===== src/rtl/binary_decoder_scan_if.sv =====
// Handshake and decoded-output bundle for binary_decoder_scan.
// master drives control and code; slave is the decoder itself.
interface binary_decoder_scan_if #(
  parameter int unsigned N = 3
);
  localparam int unsigned Width = 2**N;

  logic             en;
  logic             mode;
  logic             in_valid;
  logic [N-1:0]     in_code;
  logic             in_ready;
  logic [Width-1:0] out_code;
  logic [N-1:0]     out_idx;
  logic             out_valid;
  logic             wrap;

  modport master (
    output en, mode, in_valid, in_code,
    input  in_ready, out_code, out_idx, out_valid, wrap
  );

  modport slave (
    input  en, mode, in_valid, in_code,
    output in_ready, out_code, out_idx, out_valid, wrap
  );
endinterface


===== src/rtl/binary_decoder_scan.sv =====
// Registered N-to-2^N one-hot decoder: DIRECT decodes handshaked codes,
// SCAN walks the outputs on an internal timer for display multiplexing.
module binary_decoder_scan #(
  parameter int unsigned N          = 3,
  parameter bit          ACTIVE_LOW = 1'b0,
  parameter int unsigned TICK_DIV   = 4,
  parameter int unsigned SCAN_LAST  = 2**N - 1
) (
  input logic                  clk,
  input logic                  rst_n,
  binary_decoder_scan_if.slave bus
);
  localparam int unsigned Width = 2**N;
  localparam int unsigned TickW = (TICK_DIV > 1) ? $clog2(TICK_DIV) : 1;
  localparam logic [TickW-1:0] TickMax = TickW'(TICK_DIV - 1);
  localparam logic [N-1:0] IdxLast = N'(SCAN_LAST);

  typedef enum logic [1:0] {StIdle, StDirect, StScan} state_e;

  state_e           state_q, state_d;
  logic [Width-1:0] code_q, code_d;   // active-high internally
  logic [N-1:0]     idx_q, idx_d;
  logic             valid_q, valid_d;
  logic             wrap_q, wrap_d;
  logic [TickW-1:0] tick_q, tick_d;

  always_comb begin
    state_d = state_q;
    code_d  = code_q;
    idx_d   = idx_q;
    valid_d = valid_q;
    wrap_d  = 1'b0;
    tick_d  = tick_q;
    if (!bus.en) begin
      state_d = StIdle;
      code_d  = '0;
      idx_d   = '0;
      valid_d = 1'b0;
      tick_d  = '0;
    end else if (bus.mode) begin
      state_d = StScan;
      valid_d = 1'b1;
      if (state_q != StScan) begin
        // Entry restarts the scan; any previous position is discarded.
        idx_d  = '0;
        code_d = Width'(1);
        tick_d = '0;
      end else if (tick_q == TickMax) begin
        tick_d = '0;
        if (idx_q == IdxLast) begin
          idx_d  = '0;
          wrap_d = 1'b1;
        end else begin
          idx_d = idx_q + N'(1);
        end
        code_d = Width'(1) << idx_d;
      end else begin
        tick_d = tick_q + TickW'(1);
      end
    end else begin
      state_d = StDirect;
      if (state_q != StDirect) begin
        code_d  = '0;
        idx_d   = '0;
        valid_d = 1'b0;
        tick_d  = '0;
      end else if (bus.in_valid) begin
        code_d  = Width'(1) << bus.in_code;
        idx_d   = bus.in_code;
        valid_d = 1'b1;
      end
    end
  end

  always_ff @(posedge clk or negedge rst_n) begin
    if (!rst_n) begin
      state_q <= StIdle;
      code_q  <= '0;
      idx_q   <= '0;
      valid_q <= 1'b0;
      wrap_q  <= 1'b0;
      tick_q  <= '0;
    end else begin
      state_q <= state_d;
      code_q  <= code_d;
      idx_q   <= idx_d;
      valid_q <= valid_d;
      wrap_q  <= wrap_d;
      tick_q  <= tick_d;
    end
  end

  assign bus.in_ready  = (state_q == StDirect);
  assign bus.out_code  = ACTIVE_LOW ? ~code_q : code_q;
  assign bus.out_idx   = idx_q;
  assign bus.out_valid = valid_q;
  assign bus.wrap      = wrap_q;
endmodule


===== src/flat_wrapper.sv =====
// flat-port wrapper written by rule: the top's interface ports become plain ports
module binary_decoder_scan_flat 
#(
  parameter int unsigned N          = 3,
  parameter bit          ACTIVE_LOW = 1'b0,
  parameter int unsigned TICK_DIV   = 4,
  parameter int unsigned SCAN_LAST  = 2**N - 1
)
  (clk, rst_n, bus_en, bus_mode, bus_in_valid, bus_in_code, bus_in_ready, bus_out_code, bus_out_idx, bus_out_valid, bus_wrap);
  binary_decoder_scan_if #(.N(N)) bus_i ();
  input logic clk;
  input logic rst_n;
  input wire logic [$bits(bus_i.en)-1:0] bus_en;
  input wire logic [$bits(bus_i.mode)-1:0] bus_mode;
  input wire logic [$bits(bus_i.in_valid)-1:0] bus_in_valid;
  input wire logic [$bits(bus_i.in_code)-1:0] bus_in_code;
  output wire logic [$bits(bus_i.in_ready)-1:0] bus_in_ready;
  output wire logic [$bits(bus_i.out_code)-1:0] bus_out_code;
  output wire logic [$bits(bus_i.out_idx)-1:0] bus_out_idx;
  output wire logic [$bits(bus_i.out_valid)-1:0] bus_out_valid;
  output wire logic [$bits(bus_i.wrap)-1:0] bus_wrap;
  assign bus_i.en = bus_en;
  assign bus_i.mode = bus_mode;
  assign bus_i.in_valid = bus_in_valid;
  assign bus_i.in_code = bus_in_code;
  assign bus_in_ready = bus_i.in_ready;
  assign bus_out_code = bus_i.out_code;
  assign bus_out_idx = bus_i.out_idx;
  assign bus_out_valid = bus_i.out_valid;
  assign bus_wrap = bus_i.wrap;
  binary_decoder_scan #(.N(N), .ACTIVE_LOW(ACTIVE_LOW), .TICK_DIV(TICK_DIV), .SCAN_LAST(SCAN_LAST)) u_core (.clk(clk), .rst_n(rst_n), .bus(bus_i));
endmodule

===== config.mk =====
export PLATFORM = sky130hd
export DESIGN_NAME = binary_decoder_scan_flat
export DESIGN_NICKNAME = d
export VERILOG_FILES = /design/src/rtl/binary_decoder_scan_if.sv /design/src/rtl/binary_decoder_scan.sv /design/src/flat_wrapper.sv
export SDC_FILE = /design/constraint.sdc
export NUM_CORES = 1
export LEC_CHECK = 0
export CAP_MARGIN = 15
export CORE_ASPECT_RATIO = 0.9
export CORE_MARGIN = 4
export CORE_UTILIZATION = 45
export CTS_CLUSTER_SIZE = 28
export DETAILED_ROUTE_END_ITERATION = 8
export GPL_ROUTABILITY_DRIVEN = 0
export GPL_TIMING_DRIVEN = 1
export HOLD_SLACK_MARGIN = 0.05
export PLACE_DENSITY = 0.73
export SLEW_MARGIN = 20
export SYNTH_ARGS = -nofsm -noshare
export SYNTH_HDL_FRONTEND = slang
export SYNTH_SLANG_ARGS = --single-unit

===== constraint.sdc =====
create_clock -name clk -period 2.94 [get_ports clk]
set_clock_uncertainty 0.05 [all_clocks]
set_input_delay 0.882 -clock clk [delete_from_list [all_inputs] [get_ports clk]]
set_output_delay 0.882 -clock clk [all_outputs]
set_load 0.005 [all_outputs]

==> qor.txt, run 1 <==
proportion of power drawn by flip-flops and latches = 55.8%
Yosys top cell area share = 44.33%
Reg2Reg Setup Slack = 1.08 ns
Slew HR = 49.91%
Clk network pwr share = 28.3%
vias per cell = 5.848
Area Overhead vs Synth = 25.82%
Final TNS setup = 0 ns
Slew Limit Fails = 0
P_sw = 114.0 µW
combinational group share of total power = 15.9%
Synth cell types = 33
TritonCTS clock tree = built
DR iter-0 viols = 23
Final Setup Violations = 0
YS warnings = 0
Clock Latency Late Sink = 0.29 ns
wire per inst = 15.49 µm
global-route wire length before repair = 3726 µm
total congestion overflow = 0
Worst-path clk slew = 0.10 ns
endpoints failing hold = 0
largest net degree at the start of global routing = 18
Port Buffers = 21
I/O pins = 22
VDD IR-drop max = 0.2745 mV
Non-Filler Instances = 138
Final period util = 82.11%
post-synthesis adder-cell area fraction = 3.911%
post-synth top area cell = dfrtp_1
fill count = 179
Metal-1 WL = 1063 µm
met2 wire length = 914 µm
Layout Nets = 125
maxcap violations = 0
Hold/Removal Path Class = reg2reg
Int Pwr = 332.6 µW
crit end category = flip-flop
Syn Area/Cell = 10.21 µm²
Detail Placement HPWL = 1565 µm
Die Y = 51.81 µm
# placed instances = 134
Routed WL = 2138 µm
post-layout min period = 2.414 ns
Detailed Routing Iterations Pass 1 = 4
max layer used = met4
Post-CTS Setup Inserts = 0
Longest Clk Path Bufs = 2
CTS resizes = 0
remaining antenna violation count after routing = 0
Fmax = 0.4142 GHz
Synth Area in Compound Gates = 19.56%
Synth Area in Simple Gates = 22.29%
core area = 1971 µm²
vias in the first global route = 776
top cells by area, synth = dfrtp_1 44%, a211oi_1 6.3%, a31oi_1 4.6%
post-synthesis mux area share = 4.302%
Net Sw Frac = 25.52%
crit path DAT = 2.54 ns
Syn Nets = 105
initial antenna violation count = 0
Worst setup SP type = input port
Via Count = 807
Overall Global Routing Usage = 16.41%
Lkg Pwr = 0.5113 nW
layout cells sized above 1 = 8.850%
largest family of logic cells by synthesized area = simple AND/OR/NAND/NOR gates
CP Class = in2reg
#FFs+latches synth = 17
Die Footprint = 2937 µm²
initial core utilization = 48.70%
sequential share of the synthesized area = 44.33%
Residual DRC = 0
H-tree Lvls = 1
Synth Area in XOR/XNOR = 0%
root buf cell = clkbuf_4
area of the mapped netlist = 959.7 µm²
required time of the critical path = 3.07 ns
# clock sinks = 17
total CTS buffers = 3
crit path max fanout = 11
worst slew pin tran = 0.7490 ns
Met3 Routed Length = 128 µm
diodes inserted = 0
Die X = 56.68 µm
RSZ-0062 raised after global routing = no
Hold Buf Count CTS = 0
status = finished, final reports clean
Post-Syn Instances = 94
Cell Rows = 15
power per cell area = 369.9 nW/µm²
[through the flow]
| step | hold WS, ns | worst slack, ns | utilization (%) | power, mW | instance area [µm²] |
|---|---|---|---|---|---|
| finish | 0.4681 | 0.5260 | 61.27 | 0.4466 | 1207 |
| global route | 0.5133 | 0.4656 | 61.27 | 0.4650 | 1207 |
| CTS | 0.4700 | 0.5251 | 61.27 | 0.4475 | 1207 |
| detailed placement | 0.4437 | 0.2290 | 59.94 | 0.3249 | 1181 |
| global placement | 0.4401 | 0.2564 | 59.94 | 0.3238 | 1181 |
| floorplan | 0.4201 | 0.6209 | - | 0.2869 | 959.7 |
[area by class of cell]
class	instances	area (µm²)	share of cell area (%)
multi-input combinational	65	480.5	39.79
clock buffer	4	26.28	2.176
tap	25	31.28	2.591
sequential	17	425.4	35.23
timing repair buffer	24	232.7	19.27
inverter	3	11.26	0.9326
[worst paths after layout]
path,start,endpoint,cells past startpoint
max,bus_mode,u_core.bus.out_idx[1],4
min,u_core.tick_q[1],u_core.tick_q[1],1
max reg2reg,u_core.state_q[1],u_core.bus.out_idx[1],3
min reg2reg,u_core.tick_q[1],u_core.tick_q[1],1
max in group asynchronous,rst_n,u_core.bus.out_code[1],1
min in group asynchronous,rst_n,u_core.bus.out_valid,1
[power groups by stage]
stage	registers, mW	clock network (mW)	logic (mW)
5_1_grt	0.251	0.137	0.0774
3_5_place_dp	0.254	0	0.0709
6_report	0.249	0.126	0.0709
4_1_cts	0.249	0.127	0.0715
2_1_floorplan	0.254	0	0.0334
3_3_place_gp	0.253	0	0.0703
[registers in the layout (all words and copies together), names as in the netlist]
name	flops
u_core.bus.out_code	8
u_core.bus.out_idx	3
u_core.state_q	2
u_core.tick_q	2
u_core.bus.out_valid	1
u_core.bus.wrap	1
[synth_stat cells]
library cell,instances
a211oi_1,8
a21o_1,1
a21oi_1,1
a22o_1,4
a31oi_1,7
a32o_1,1
a41oi_1,1
and2_1,1
and3_1,1
and3b_1,2
and4b_1,1
and4bb_2,1
buf_1,3
buf_2,1
buf_6,1
clkbuf_1,4
dfrtp_1,17
ha_1,3
inv_1,3
mux2_2,1
mux2_4,2
nand2b_1,1
nand3_1,7
nand3b_1,1
nand4_1,3
nand4b_1,3
nand4bb_1,1
nor2_1,6
nor2b_1,3
nor3_1,1
o211ai_1,1
o21ai_0,2
or4b_1,1
[routing by layer]
| metal | track usage [%] | vias up |
|---|---|---|
| met5 | 0 | - |
| met4 | 5.929 | 0 |
| met3 | 3.226 | 5 |
| met2 | 24.81 | 23 |
| met1 | 23.28 | 380 |
| li1 | - | 399 |
[critical path: stages]
cell             delay, ns
clkdlybuf4s50_1       0.43
or4b_1                0.53
a21o_1                0.34
mux2_4                0.36
[placed cells by master (no fill, tap or decap)]
master	synthesis	final
clkdlybuf4s50_1	0	21
dfrtp_1	17	17
a211oi_1	8	8
a31oi_1	7	7
nand3_1	7	7
nor2_1	6	6
a22o_1	4	4
inv_1	3	3
nor2b_1	3	3
nand4_1	3	3
nand4b_1	3	3
ha_1	3	3
clkbuf_4	0	3
buf_4	0	3
and3b_1	2	2
o21ai_0	2	2
mux2_4	2	2
and2_1	1	1
and4b_1	1	1
and3_1	1	1
nand4bb_1	1	1
or4b_1	1	1
a21o_1	1	1
and4bb_2	1	1
nor3_1	1	1
nand3b_1	1	1
nand2b_1	1	1
a41oi_1	1	1
a32o_1	1	1
o211ai_1	1	1
a21oi_1	1	1
mux2_2	1	1
clkbuf_1	4	1
[cells by family (layout without fill, tap and decap cells)]
| group | Yosys count | after routing |
|---|---|---|
| AOI/OAI and AO/OA | 26 | 26 |
| adders and majority gates | 3 | 3 |
| buffers and inverters | 12 | 31 |
| DFF | 17 | 17 |
| muxes | 3 | 3 |
| and+or+nand+nor | 33 | 33 |
Power figures use the tool's default switching activity.
==> run 2: changes to the inputs <==
- CORE_UTILIZATION: 45 -> 44
- PLACE_DENSITY: 0.73 -> 0.74
- clock period: 2.94 -> 2 ns (I/O delays scaled with it)
==> qor.txt, run 2 (synthesized netlist as in run 1, its figures left out) <==
status = finished, final reports clean
wire per inst = 15.17 µm (-2.1%)
layout cells sized above 1 = 21.60% (+13 points)
total congestion overflow = 0 (unchanged)
# clock sinks = 17 (unchanged)
combinational group share of total power = 18.7% (+2.8 points)
Detail Placement HPWL = 1737 µm (+11%)
Detailed Routing Iterations Pass 1 = 4 (unchanged)
Via Count = 878 (+8.8%)
Cell Rows = 15 (unchanged)
Hold Buf Count CTS = 0 (unchanged)
Largest register FFs = 8 (unchanged)
DR iter-0 viols = 11 (-52%)
GRT busiest layer = met2
Die X = 57.23 µm (+0.97%)
vias in the first global route = 855 (+10%)
crit end category = flip-flop
required time of the critical path = 2.13 ns (-0.94 ns)
diodes inserted = 0 (unchanged)
Die Footprint = 2993 µm² (+1.9%)
Area Overhead vs Synth = 38.33%
Residual DRC = 0 (unchanged)
proportion of power drawn by flip-flops and latches = 54.7% (-1.1 points)
Slew HR = 80.97% (+31 points)
Clock Latency Late Sink = 0.29 ns (about the same)
Routed WL = 2276 µm (+6.5%)
Final Setup Violations = 0 (unchanged)
power per cell area = 502.8 nW/µm² (+36%)
RSZ-0062 raised after global routing = no
vias per cell = 5.853 (about the same)
Clk network pwr share = 26.6% (-1.7 points)
GR Util met1 = 23.39% (+0.11 points)
Slew Limit Fails = 0 (unchanged)
remaining antenna violation count after routing = 0 (unchanged)
crit path DAT = 2.09 ns (-0.45 ns)
initial antenna violation count = 0 (unchanged)
Fmax = 0.5100 GHz
Overall Global Routing Usage = 17.63% (+1.2 points)
crit path max fanout = 4 (-7)
Hold/Removal Path Class = reg2reg
H-tree Lvls = 1 (unchanged)
Worst setup SP type = input port
met2 usage = 26.81% (+2.0 points)
post-layout min period = 1.961 ns
worst slew pin tran = 0.2845 ns (-0.4645 ns)
Longest Clk Path Bufs = 2 (unchanged)
most frequent cells in the layout = 20 x clkdlybuf4s50_1, 17 x dfrtp_1, 15 x buf_4, 7 x nand3_1
CP Class = in2reg
endpoints failing hold = 0 (unchanged)
Layout Nets = 137 (+9.6%)
Util after Layout = 66.73% (+5.5 points)
initial core utilization = 48.24% (-0.46 points)
largest net degree at the start of global routing = 18 (unchanged)
met3 GRT Util = 5.665% (+2.4 points)
Net Sw Frac = 24.64% (-0.87 points)
I/O pins = 22 (unchanged)
Worst-path clk slew = 0.09 ns (about the same)
root buf cell = clkbuf_4
global-route wire length before repair = 4022 µm (+7.9%)
core area = 1989 µm² (+0.95%)
Final period util = 98.04%
total CTS buffers = 3 (unchanged)
Port Buffers = 21 (unchanged)
Lkg Pwr = 0.5917 nW (+16%)
TritonCTS clock tree = built
most common cell after layout, fill and taps aside = clkdlybuf4s50_1
Int Pwr = 503.0 µW (+51%)
minimum hold slack = 0.4762 ns (+0.008101 ns)
P_sw = 164.5 µW (+44%)
maxcap violations = 0 (unchanged)
VDD IR-drop max = 0.4546 mV (+66%)
Die Y = 52.31 µm (+0.96%)
run 2: cell types whose count changed in the layout (fill, tap and decap cells not counted), sizes merged:
cell           previous run  this run
clkdlybuf4s50            21        20
buf                       3        15
dlymetal6s2s              0         1
run 2: worst paths after layout:
kind / cells after the start / endpoint / from / slack [ns]
worst max-delay path: 4 / u_core.bus.out_idx[0] / bus_mode / 0.04
worst min-delay path: 1 / u_core.tick_q[1] / u_core.tick_q[1] / 0.48
worst max register to register: 4 / u_core.bus.out_idx[0] / u_core.state_q[1] / 0.23
worst min register to register: 1 / u_core.tick_q[1] / u_core.tick_q[1] / 0.48
max in group asynchronous: 2 / u_core.bus.out_code[3] / rst_n / 1.14
min in group asynchronous: 2 / u_core.bus.wrap / rst_n / 0.57
run 2: power by group through the flow:
stage | Sequential, mW | Clock [mW] | Combinational (mW)
2_1_floorplan | 0.373 | 0 | 0.0502
3_3_place_gp | 0.372 | 0 | 0.114
3_5_place_dp | 0.373 | 0 | 0.116
4_1_cts | 0.365 | 0.188 | 0.121
5_1_grt | 0.367 | 0.208 | 0.137
6_report | 0.365 | 0.178 | 0.125
run 2: critical path: stages:
cell	delay (ns)
clkdlybuf4s50_1	0.42
or4b_4	0.53
a21o_4	0.24
mux2_4	0.29
run 2: final cells by class:
class	instances	area, µm²
well taps	25	31.28
clock buffers	4	26.28
flip-flops and latches	17	425.4
fillers	176	661.9
multi-input cells	65	508.0
repair buffers	36	325.3
inverters	3	11.26
run 2: stage by stage:
stage / setup WS (ns) / area (µm²) / setup TNS (ns) / instances / power (mW)
after floorplan: 0.0005422 / 969.7 / 0 / 94 / 0.4229
after global placement: -0.2528 / 1252 / -2.503 / 143 / 0.4865
after detailed placement: -0.2754 / 1252 / -2.752 / 143 / 0.4895
after CTS: 0.01139 / 1294 / 0 / 149 / 0.6745
after global routing: 0.005934 / 1328 / 0 / 150 / 0.7118
final: 0.03915 / 1328 / 0 / 150 / 0.6675
run 2: layer usage:
| layer | up-vias | share of wire (%) |
|---|---|---|
| li1 | 427 | - |
| met1 | 419 | 46 |
| met2 | 28 | 47 |
| met3 | 4 | 5.6 |
| met4 | 0 | 1.6 |
| met5 | - | 0 |
run 2: what timing repair did:
action	4_1_cts	5_1_grt
buffers inserted	2	1
pin swaps	0	0
endpoints found under the setup margin	1	5
resized for setup	0	5
gates cloned	0	0
